==> src/rtl/trainled_chain_n.sv <==
// -----------------------------------------------------------------------------
// trainled_chain_n
//
// Daisy-chained PWM LED node. A pulse-width-coded serial stream arrives on
// din: every high pulse carries one bit, and its width decides the value.
// Pulses of T_THRESH clk cycles or longer decode as '1'. Shorter pulses,
// including a single-cycle pulse, decode as '0'. A low period of T_IDLE clk
// cycles ends the frame.
//
// The node keeps the first NUM_CH*PWM_W bits of a frame as its duty values.
// Bits arrive MSB first, channel 0 first. Every later pulse is passed on
// unchanged on dout to the next node, three clk cycles after it appears on
// din. Duty values are committed only at the end of a complete frame.
// frame_strobe pulses for one cycle when that happens. A partial frame is
// dropped and does not change the duties.
//
// Optional feature (compile-time macro TRAINLED_GAMMA_EN):
//   When the macro is defined, each duty passes through a 2.0 gamma curve at
//   latch time: (d*d) >> PWM_W. Full scale stays full scale, and a nonzero
//   duty never collapses to zero. When the macro is undefined, the duty is
//   used as received and no multiplier exists.
//
// Parameters:
//   NUM_CH   number of LED channels (1..8)
//   PWM_W    duty / PWM counter width (4..12)
//   T_THRESH high-time in clk cycles at or above which a pulse is a '1'
//   T_IDLE   low-time in clk cycles that ends a frame (> T_THRESH)
//
// Ports:
//   clk          system clock
//   rst          asynchronous, active-high reset
//   din          serial chain input (asynchronous to clk, idles low)
//   dout         serial chain output to the next node
//   led          PWM outputs, led[i] is channel i
//   frame_strobe one-cycle pulse when new duties are latched
// -----------------------------------------------------------------------------
module trainled_chain_n #(
  parameter int NUM_CH   = 3,
  parameter int PWM_W    = 8,
  parameter int T_THRESH = 8,
  parameter int T_IDLE   = 64
) (
  input  logic              clk,
  input  logic              rst,
  input  logic              din,
  output logic              dout,
  output logic [NUM_CH-1:0] led,
  output logic              frame_strobe
);

  localparam int FRAME_W = NUM_CH * PWM_W;
  localparam int HC_W    = $clog2(T_THRESH + 1);
  localparam int LC_W    = $clog2(T_IDLE + 1);
  localparam int BC_W    = $clog2(FRAME_W + 1);

  localparam logic [HC_W-1:0] HC_MAX  = HC_W'(T_THRESH);
  localparam logic [LC_W-1:0] LC_MAX  = LC_W'(T_IDLE);
  localparam logic [LC_W-1:0] LC_PRE  = LC_W'(T_IDLE - 1);
  localparam logic [BC_W-1:0] BC_ONE  = BC_W'(1);
  localparam logic [BC_W-1:0] BC_LAST = BC_W'(FRAME_W - 1);

  typedef enum logic [1:0] {
    ST_IDLE    = 2'd0,
    ST_RECEIVE = 2'd1,
    ST_FORWARD = 2'd2
  } state_t;

  // ---------------------------------------------------------------------------
  // Duty shaping applied at latch time
  // ---------------------------------------------------------------------------
`ifdef TRAINLED_GAMMA_EN
  function automatic logic [PWM_W-1:0] shape(input logic [PWM_W-1:0] d);
    logic [2*PWM_W-1:0] sq;
    logic [PWM_W-1:0]   r;
    sq = {{PWM_W{1'b0}}, d} * {{PWM_W{1'b0}}, d};
    r  = sq[2*PWM_W-1:PWM_W];
    // Full scale must stay full scale. A dim but nonzero request must not
    // turn the LED off.
    if (d == {PWM_W{1'b1}}) begin
      r = {PWM_W{1'b1}};
    end else if ((d != '0) && (r == '0)) begin
      r = PWM_W'(1);
    end
    return r;
  endfunction
`else
  function automatic logic [PWM_W-1:0] shape(input logic [PWM_W-1:0] d);
    return d;
  endfunction
`endif

  // ---------------------------------------------------------------------------
  // Input synchroniser and edge detect
  // ---------------------------------------------------------------------------
  logic sync1;
  logic din_s;
  logic din_d;
  logic fall;

  always_ff @(posedge clk or posedge rst) begin
    if (rst) begin
      sync1 <= 1'b0;
      din_s <= 1'b0;
      din_d <= 1'b0;
    end else begin
      sync1 <= din;
      din_s <= sync1;
      din_d <= din_s;
    end
  end

  assign fall = din_d & ~din_s;

  // ---------------------------------------------------------------------------
  // Pulse timers
  // ---------------------------------------------------------------------------
  logic [HC_W-1:0] high_cnt;
  logic [LC_W-1:0] low_cnt;
  logic            bit_val;
  logic            idle_evt;

  // high_cnt only needs to tell "at least T_THRESH" apart from "less".
  // Saturating at T_THRESH keeps a stuck-high line from wrapping back into
  // the '0' range.
  always_ff @(posedge clk or posedge rst) begin
    if (rst) begin
      high_cnt <= '0;
    end else if (fall) begin
      high_cnt <= '0;
    end else if (din_s && (high_cnt != HC_MAX)) begin
      high_cnt <= high_cnt + HC_W'(1);
    end
  end

  always_ff @(posedge clk or posedge rst) begin
    if (rst) begin
      low_cnt <= '0;
    end else if (din_s) begin
      low_cnt <= '0;
    end else if (low_cnt != LC_MAX) begin
      low_cnt <= low_cnt + LC_W'(1);
    end
  end

  assign bit_val = (high_cnt >= HC_MAX);

  // This fires on the edge that moves low_cnt onto T_IDLE. Saturation then
  // holds the counter there, so each low period produces exactly one idle
  // event.
  assign idle_evt = ~din_s && (low_cnt == LC_PRE);

  // ---------------------------------------------------------------------------
  // Frame state machine
  // ---------------------------------------------------------------------------
  state_t              state_q;
  state_t              state_d;
  logic [BC_W-1:0]     bit_cnt_q;
  logic [BC_W-1:0]     bit_cnt_d;
  logic                shift_en;
  logic                load_en;
  logic [FRAME_W-1:0]  shift_q;

  always_ff @(posedge clk or posedge rst) begin
    if (rst) begin
      state_q   <= ST_IDLE;
      bit_cnt_q <= '0;
    end else begin
      state_q   <= state_d;
      bit_cnt_q <= bit_cnt_d;
    end
  end

  always_comb begin
    state_d   = state_q;
    bit_cnt_d = bit_cnt_q;
    shift_en  = 1'b0;
    load_en   = 1'b0;
    if (idle_evt) begin
      // Only a frame that reached FORWARD holds a full set of duties.
      load_en   = (state_q == ST_FORWARD);
      state_d   = ST_IDLE;
      bit_cnt_d = '0;
    end else if (fall) begin
      case (state_q)
        ST_IDLE: begin
          shift_en  = 1'b1;
          bit_cnt_d = BC_ONE;
          state_d   = ST_RECEIVE;
        end
        ST_RECEIVE: begin
          shift_en  = 1'b1;
          bit_cnt_d = bit_cnt_q + BC_ONE;
          if (bit_cnt_q == BC_LAST) begin
            state_d = ST_FORWARD;
          end
        end
        ST_FORWARD: begin
          // Later pulses are passed on, not decoded.
        end
        default: begin
          state_d   = ST_IDLE;
          bit_cnt_d = '0;
        end
      endcase
    end
  end

  always_ff @(posedge clk or posedge rst) begin
    if (rst) begin
      shift_q <= '0;
    end else if (shift_en) begin
      shift_q <= {shift_q[FRAME_W-2:0], bit_val};
    end
  end

  // dout follows din_d, so a forwarded pulse keeps its width and trails din
  // by three clk cycles. The last consumed pulse has already fallen by the
  // time FORWARD begins, so none of it leaks onto dout.
  always_ff @(posedge clk or posedge rst) begin
    if (rst) begin
      dout <= 1'b0;
    end else begin
      dout <= (state_q == ST_FORWARD) ? din_d : 1'b0;
    end
  end

  always_ff @(posedge clk or posedge rst) begin
    if (rst) begin
      frame_strobe <= 1'b0;
    end else begin
      frame_strobe <= load_en;
    end
  end

  // ---------------------------------------------------------------------------
  // Duty registers: channel 0 takes the oldest (top) PWM_W bits
  // ---------------------------------------------------------------------------
  logic [PWM_W-1:0] raw_duty [NUM_CH];
  logic [PWM_W-1:0] eff_next [NUM_CH];
  logic [PWM_W-1:0] duty_eff [NUM_CH];

  for (genvar g = 0; g < NUM_CH; g++) begin : g_ch
    assign raw_duty[g] = shift_q[(NUM_CH-1-g)*PWM_W +: PWM_W];
    assign eff_next[g] = shape(raw_duty[g]);
  end

  always_ff @(posedge clk or posedge rst) begin
    if (rst) begin
      for (int i = 0; i < NUM_CH; i++) begin
        duty_eff[i] <= '0;
      end
    end else if (load_en) begin
      for (int i = 0; i < NUM_CH; i++) begin
        duty_eff[i] <= eff_next[i];
      end
    end
  end

  // ---------------------------------------------------------------------------
  // PWM generation
  // ---------------------------------------------------------------------------
  logic [PWM_W-1:0] pwm_cnt;

  // New duties are compared straight away rather than at the counter wrap.
  // One period can therefore show a mix of the old and new duty.
  always_ff @(posedge clk or posedge rst) begin
    if (rst) begin
      pwm_cnt <= '0;
      led     <= '0;
    end else begin
      pwm_cnt <= pwm_cnt + PWM_W'(1);
      for (int i = 0; i < NUM_CH; i++) begin
        led[i] <= (duty_eff[i] > pwm_cnt);
      end
    end
  end

endmodule

==> config.mk <==
export PLATFORM = sky130hd
export DESIGN_NAME = trainled_chain_n
export DESIGN_NICKNAME = d
export VERILOG_FILES = /design/src/rtl/trainled_chain_n.sv
export SDC_FILE = /design/constraint.sdc
export NUM_CORES = 1
export LEC_CHECK = 0
export CORE_AREA = 5 5 120 122
export CTS_CLUSTER_SIZE = 30
export DETAILED_ROUTE_END_ITERATION = 10
export DIE_AREA = 0 0 125 127
export HOLD_SLACK_MARGIN = 0.08
export PLACE_DENSITY = 0.5
export SLEW_MARGIN = 40
export SYNTH_ARGS = -nofsm -noshare
export SYNTH_HDL_FRONTEND = slang
export SYNTH_SLANG_ARGS = --single-unit
==> constraint.sdc <==
create_clock -name clk -period 5.95 [get_ports clk]
set_input_delay 1.19 -clock clk [delete_from_list [all_inputs] [get_ports clk]]
set_output_delay 1.19 -clock clk [all_outputs]
set_load 0.02 [all_outputs]
* After elaboration in Yosys (flattened, before gate mapping)
Cells that the tools add are included.
** Word-level totals
- Input port bits :: 3
- Flip-flop bits (word level) :: 82
- Logic and storage cells :: 58
- Output and inout bits :: 5
** Operators by class
- Eq/ne operators :: 8
- Mux-type cells :: 16
- Add/sub/neg operators :: 4
- Bitwise gates (word level) :: 2
- Order comparisons :: 4
- Reduce and logical (&&, ||, !) cells :: 9
** Operator list (count)
- 8-bit greater-than comparator :: 3
- 5-bit one-hot mux with 3 select lines :: 1
- 7-bit 2-to-1 mux :: 2
- 5-bit 2-to-1 mux :: 2
- 8-bit by 1-bit adder with 8-bit output (second input constant) :: 1
- 4-bit 2-to-1 mux :: 2
- 7-bit by 1-bit adder with 7-bit output (second input constant) :: 1
- 7-bit by 6-bit == test with 1-bit output (second input constant) :: 1
- 7-bit != test (second input constant) :: 1
- 2-bit 2-to-1 mux :: 3
- 2-bit one-hot mux with 3 select lines :: 1
- 2-bit nonzero test :: 3
- 5-bit by 1-bit adder with 5-bit output (second input constant) :: 1
- 5-bit == test (second input constant) :: 1
- 1-bit 2-to-1 mux :: 5
- 4-bit by 1-bit adder with 4-bit output (second input constant) :: 1
- 4-bit greater-or-equal comparator (second input constant) :: 1
- 4-bit != test (second input constant) :: 1
- 3-bit != test (second input constant) :: 1
- 3-bit AND reduction :: 1
- 2-bit by 1-bit == test with 1-bit output (second input constant) :: 1
- 2-bit == test (second input constant) :: 1
- 1-bit logical AND :: 2
- 2-bit logical NOT :: 1
- other kinds (5) :: 5

* Longest topological paths before layout
Gate-level depths: netlist (run 1).
- Depth in word-level cells :: 5
- Gate-level depth with buffers :: 7
- Gate-level depth less buffers :: 6

* Worst setup path after synthesis (run 1)
Ideal clock, no wire load.
- Path kind :: reg2reg
- Start :: reg low_cnt[0]
- End :: reg duty_eff[10] (netlist bit)
- Path slack :: 4.108 ns
- Clock period less this slack :: 1.842 ns
- Data required time :: 5.825 ns
- Cell stages (with the launch flop) :: 8
- Arrival :: 1.717 ns
- Buffers on the path :: 2
- Library setup time :: 0.125 ns
- Path through :: dfrtp_1 > ha_1 > and3_1 > buf_4 > nand2_4 > nor3_4 > buf_6 > mux2_2
** Between the ends
- Cells in the longest elaborated chain, start to end :: 3
** RTL lines
- from (decl) :: RTL line 118 : logic [LC_W-1:0] low_cnt;
- from (signal assigned) :: RTL line 141 : low_cnt <= low_cnt + LC_W'(1);
- 7-bit by 6-bit == test with 1-bit output :: RTL line 150 : assign idle_evt = ~din_s && (low_cnt == LC_PRE);
- 1-bit logical AND :: RTL line 150
- 1-bit 2-to-1 mux :: RTL line 178 : if (idle_evt) begin
- to (signal, indexed assignment) :: RTL line 254 : duty_eff[i] <= eff_next[i];
- to (decl) :: RTL line 240 : logic [PWM_W-1:0] duty_eff [NUM_CH];
Every way passes these cells.
A chain may end at the register's enable or synchronous reset.

* Worst setup path in the final report (run 1)
- Start :: reg frame_strobe
- End :: out frame_strobe
** RTL lines
- from (decl) :: RTL line 48 : output logic frame_strobe
- from (signal assigned) :: RTL line 231 : frame_strobe <= load_en;
No word-level cell between the ends.

==> results.md, run 1 <==
* Period utilization at 41.21%
* I/O pin count at 8
* Via count at 2,311
* Antenna-violating nets left at 0
* Top cells by area, synth: dfrtp_1 53%, mux2_2 14%, ha_1 9.7%, a21oi_1 2.3%, inv_1 2.0%
* Post-synth EDFFs at 0
* Share of cells above drive strength 1 at 20.96%
* Max-slew violations at 0
* CTS Buffer Depth at 2
* Pleak at 2.150 nW
* Count leader, synth: dfrtp_1
* Die H at 127 µm
* FFs w/ async S/R, synth at 100.0%
* Clock slew at reported path FFs at 60 ps
* Crit start category: register
* Max cap viols at 0
* Port Buf Inserts at 7
* Critical path capture point type: primary output
* First drt pass iteration count at 4
* CTS tree: done
* WP data arrival at 1260 ps
* Main synth FF type: dfrtp_1
* Cts hold-fix bufs at 0
* Layout Utilization at 33.71%
* Drt wl/cell at 13.01 µm
* Max Freq at 0.4078 GHz
* Mapped Area at 3861 µm²
* Core area at 13,090 µm²
* Die Area at 15,880 µm²
* Worst slew margin at 51.50%
* Max incr delay on CP at 600 ps
* Post-Route WL at 6636 µm
* Chip width at 125 µm
* Post-DP Area at 4120 µm²
* GRT Util Overall at 8.915%
* TritonCTS buffer count at 9
* # rows at 42
* Final Hold Fails at 0
* Worst hold path type: reg2reg
* Initial antenna violation count at 0
* First-pass GRT wire length at 11,450 µm
* Finish-stage setup viols at 0
* DR DRC count at 0
* # H-tree levels at 3
* Yosys top cell by area: dfrtp_1
* Worst VDD drop at 0.0001143 V
* Yosys top cell area share at 53.14%
* Synth cell types at 40
* Sequential fraction of the synthesis area at 53.14%
* WP buf/inv at 1
* Initial drt markers at 96
* # diodes at 0
* Worst slew pin tran at 727.5 ps
* Number of synthesized register bits at 82
* Final Skew at 4.696 ps
* Setup Total Neg Slack at 0 ps
* Net count, final at 362
* Status: completed
* CTS root buffer: clkbuf_16
* Top cells by count, synth: 82 x dfrtp_1, 48 x mux2_2, 30 x ha_1
* Grt total ovfl at 0
* Largest net degree at the start of global routing at 67
* Vias per inst at 4.531
* Critical path's slowest cell: clkdlybuf4s50_1
* Post-route cell area at 4410 µm²
* Post-CTS Setup Inserts at 0
* Layout Area Growth over Synthesis at 14.23%
* Syn Inst Count at 316
* Required @ worst endpoint at 4760 ps
* Placer Congestion at 0.7048
* Clk sink count at 82
* Worst Setup Path Type: reg2out
* Dpl hpwl at 4492 µm
* CP cell instances: clkdlybuf4s50_1
* RSZ-0062 raised after global routing: no
* Post_cts resized at 0
* Worst-Skew Late Latency at 330 ps
* Initial core utilization at 29.51%
* Final min period at 2452 ps
* Post-synth net total at 349
* Worst path top cell family by delay: buffers and inverters
* Crit Path Max Fanout at 1
* PwrDens at 292.1 nW/µm²
* Yosys warns at 0
* Synthesized area per cell at 12.22 µm²
* Vias in the first global route at 2,374
[through the flow]
stage | total power (W) | hold slack [ps] | setup WS (ps) | instances
final | 0.001288 | 352.9 | 3498 | 510
after global routing | 0.001351 | 361.8 | 3475 | 510
after CTS | 0.001311 | 353.4 | 3481 | 510
after detailed placement | 0.0007655 | 340.2 | 3269 | 494
after global placement | 0.0007618 | 335.7 | 3294 | 494
after floorplan | 0.0007320 | 331.2 | 2652 | 316
[metal layers]
| layer | up-vias | global-route usage [%] | share of wire, % |
|---|---|---|---|
| met3 | 11 | 1.252 | 1.3 |
| met1 | 1137 | 11.90 | 49 |
| li1 | 1143 | - | - |
| met5 | - | 0 | 0 |
| met2 | 20 | 13.92 | 47 |
| met4 | 0 | 5.166 | 2.4 |
[sequential cells by signal, summed over array words and instances, names as in the netlist]
name	flops
din_d	1
led	3
bit_cnt_q	5
pwm_cnt	8
low_cnt	7
state_q	2
dout	1
high_cnt	4
duty_eff	24
frame_strobe	1
din_s	1
sync1	1
eff_next	24
[power by group]
group,switching (W),total [W],internal [W]
sequential,0.0000386,0.000632,0.000594
clock,0.000212,0.000534,0.000322
combinational,0.0000658,0.000122,0.0000563
total,0.000316,0.00129,0.000972
[area by class of cell]
type	count	area (µm²)
fillers	1310	8675
flip-flops and latches	82	2052
multi-input cells	206	1683
clock buffers	10	229.0
well taps	176	220.2
repair buffers	9	88.84
inverters	21	80.08
clock inverters	6	57.56
[placed cells by master, fill, tap and decap left out, types with 6 or more instances in the layout]
| cell | count |
|---|---|
| a21oi_1 | 18 |
| clkdlybuf4s50_1 | 7 |
| ha_1 | 30 |
| mux2_2 | 48 |
| nor2b_1 | 6 |
| o21ai_0 | 12 |
| dfrtp_1 | 82 |
| inv_1 | 20 |
| nand2_1 | 15 |
| clkbuf_16 | 9 |
| nand3_1 | 11 |
| xnor2_1 | 8 |
| nor2_1 | 13 |
[cell families (layout without fill, tap and decap cells)]
logic type	Yosys count	after routing	synth area share (%)
xor+xnor	10	10	2.268
flops	82	82	53.14
mux	52	52	15.04
compound gates	42	42	6.352
fa+ha+maj	30	30	9.721
buf+inv	28	46	3.273
simple gates	72	72	10.21
[path summary, 6_finish.rpt]
| path | start | endpoint | slack (ps) | cells after the start |
|---|---|---|---|---|
| setup / recovery | frame_strobe | frame_strobe | 3500 | 1 |
| hold reg to reg | sync1 | din_s | 350 | 0 |
| min in group asynchronous | rst | high_cnt[0] | 1130 | 2 |
| setup reg to reg | din_s | eff_next[11] | 3710 | 3 |
| max in group asynchronous | rst | duty_eff[5] | 3940 | 3 |
| hold / removal | sync1 | din_s | 350 | 0 |
No activity file was read; power rests on OpenSTA's default activity.
==> run 2: changes to the inputs <==
--- a/config.mk
+++ b/config.mk
@@ -10,7 +10,7 @@
 export DETAILED_ROUTE_END_ITERATION = 10
 export DIE_AREA = 0 0 125 127
 export HOLD_SLACK_MARGIN = 0.08
-export PLACE_DENSITY = 0.5
+export PLACE_DENSITY = 0.51
 export SLEW_MARGIN = 40
 export SYNTH_ARGS = -nofsm -noshare
 export SYNTH_HDL_FRONTEND = slang
==> constraint.sdc (replaced) <==
create_clock -name clk -period 2.2 [get_ports clk]
set_input_delay 0.44 -clock clk [delete_from_list [all_inputs] [get_ports clk]]
set_output_delay 0.44 -clock clk [all_outputs]
set_load 0.02 [all_outputs]
==> results.md, run 2 (synthesis gave the netlist of run 1 again) <==
* Status: completed (unchanged)
* Min-Delay Endpoint: din_s (unchanged)
* Grt total ovfl at 0 (unchanged)
* Die H at 127 µm (unchanged)
* Worst Setup Path Type: reg2reg (was reg2out)
* Initial drt markers at 107 (was 96)
* CTS root buffer: clkbuf_16 (unchanged)
* Worst Hold Depth at 0 (unchanged)
* Net count, final at 364 (was 362)
* Layout Area Growth over Synthesis at 15.68% (was 14.23%)
* Worst-Skew Late Latency at 340 ps (was 330 ps)
* Worst hold path type: reg2reg (unchanged)
* # diodes at 0 (unchanged)
* Finish-stage setup viols at 0 (unchanged)
* First-pass GRT wire length at 12,120 µm (was 11,450 µm)
* Dpl hpwl at 4620 µm (was 4492 µm)
* Worst slew margin at 71.03% (was 51.50%)
* Clock slew at reported path FFs at 60 ps (about the same)
* Core area at 13,090 µm² (unchanged)
* Final Hold Fails at 0 (unchanged)
* Reg2Reg Depth at 6 (was 3)
* Clk sink count at 82 (unchanged)
* Final min period at 1899 ps
* Commonest non-fill, non-tap cell in the layout: dfrtp_1 (unchanged)
* CTS Buffer Depth at 2 (unchanged)
* I/O pin count at 8 (unchanged)
* Required @ worst endpoint at 2420 ps (was 4760 ps)
* Vias in the first global route at 2,457 (was 2,374)
* Worst VDD drop at 0.0003486 V (was 0.0001143 V)
* Initial antenna violation count at 0 (unchanged)
* Placer Congestion at 0.7652 (was 0.7048)
* Most frequent cells in the layout: 82 x dfrtp_1, 48 x mux2_2, 30 x ha_1 (unchanged)
* Period utilization at 86.31%
* Worst Setup SP: low_cnt[0] (was frame_strobe)
* Critical path capture point type: register (was primary output)
* Chip width at 125 µm (unchanged)
* # rows at 42 (unchanged)
* Final Power at 0.003504 W (was 0.001288 W)
* Share of cells above drive strength 1 at 21.73% (was 20.96%)
* Crit start category: register (unchanged)
* Die Area at 15,880 µm² (unchanged)
* Pleak at 2.166 nW (was 2.150 nW)
* WP data arrival at 2120 ps (was 1260 ps)
* FF-to-FF Start: low_cnt[0] (was din_s)
* Worst slew pin tran at 434.5 ps (was 727.5 ps)
* GRT Util Overall at 9.537% (was 8.915%)
* TritonCTS buffer count at 9 (unchanged)
* Initial core utilization at 29.51% (unchanged)
* Antenna-violating nets left at 0 (unchanged)
* First drt pass iteration count at 4 (unchanged)
* PwrDens at 784.4 nW/µm² (was 292.1 nW/µm²)
* Cts hold-fix bufs at 0 (unchanged)
* Post_cts resized at 0 (unchanged)
* Max-slew violations at 0 (unchanged)
* Drt wl/cell at 13.15 µm (was 13.01 µm)
* CTS tree: done (unchanged)
* # H-tree levels at 3 (unchanged)
* Largest net degree at the start of global routing at 83 (was 67)
* Max Freq at 0.5266 GHz
* DR DRC count at 0 (unchanged)
* Post-Route WL at 6731 µm (was 6636 µm)
* Final Skew at 8.707 ps (was 4.696 ps)
* RSZ-0062 raised after global routing: no (unchanged)
* R2r setup slk at 300 ps (was 3710 ps)
* Post-CTS Setup Inserts at 0 (unchanged)
* Vias per inst at 4.621 (was 4.531)
* Max cap viols at 0 (unchanged)
* Setup Total Neg Slack at 0 ps (unchanged)
* Crit Path Max Fanout at 25 (was 1)
* RR Endpoint: duty_eff[9] (was eff_next[11])
* Via count at 2,366 (was 2,311)
* Port Buf Inserts at 7 (unchanged)
* Hold path start: sync1 (unchanged)
run 2: cell types whose count changed in the layout (fill, tap and decap cells not counted), sizes merged:
| cell | change |
|---|---|
| clkinv | -3 |
| bufinv | -1 |
| buf | +2 |
| clkbuf | +2 |
| clkinvlp | +2 |
run 2: critical path: stages, from the launching register on:
cell	delay [ps]
dfrtp_1	410
ha_1	200
and3_1	280
nand2_4	120
nor3_4	210
buf_12	210
mux2_2	350
run 2: where the power goes:
group	leakage, nW	internal, W	switching, W
clock network	0.141	0.000853	0.000597
registers	1.10	0.00161	0.000101
logic	0.926	0.000165	0.000183
total	2.17	0.00262	0.000881
run 2: worst max path at each step:
stage,cells past startpoint,end,slack (ps)
after floorplan,7,duty_eff[10],360
after global placement,6,duty_eff[10],350
after detailed placement,6,duty_eff[4],300
after CTS,6,duty_eff[9],280
after global routing,6,duty_eff[9],190
final,6,duty_eff[9],300
run 2: layout make-up:
cell class	count	area [µm²]
fillers	1296	8618
flip-flops and latches	82	2052
multi-input cells	206	1683
clock buffers	12	266.5
well taps	176	220.2
repair buffers	11	137.6
inverters	21	82.58
clock inverters	4	25.02
run 2: routing by layer:
metal | vias to the layer above | track usage [%] | share of wire, %
li1 | 1141 | - | -
met5 | - | 0 | 0
met3 | 11 | 2.671 | 2.7
met2 | 23 | 15.31 | 49
met1 | 1191 | 11.92 | 46
met4 | 0 | 4.592 | 2.3
run 2: per-stage QoR:
step	std cells	hold slack, ps	area (µm²)	setup WS [ps]	util, %
floorplan	316	331.2	3865	358.0	-
global placement	496	331.9	4175	348.8	31.91
detailed placement	496	335.8	4175	302.0	31.91
CTS	512	350.4	4467	279.7	34.14
global route	512	359.9	4467	193.4	34.14
finish	512	351.9	4467	301.1	34.14
==> run 3: changes to the inputs <==
==> constraint.sdc (replaced) <==
create_clock -name clk -period 2.2 [get_ports clk]
set_input_delay 0.44 -clock clk [delete_from_list [all_inputs] [get_ports clk]]
set_output_delay 0.44 -clock clk [all_outputs]
set_load 0.005 [all_outputs]
==> results of run 3 <==
The final DEF is identical to that of run 2. Status: completed.
Among the figures that moved: total power 0.003504 W -> 0.003503 W
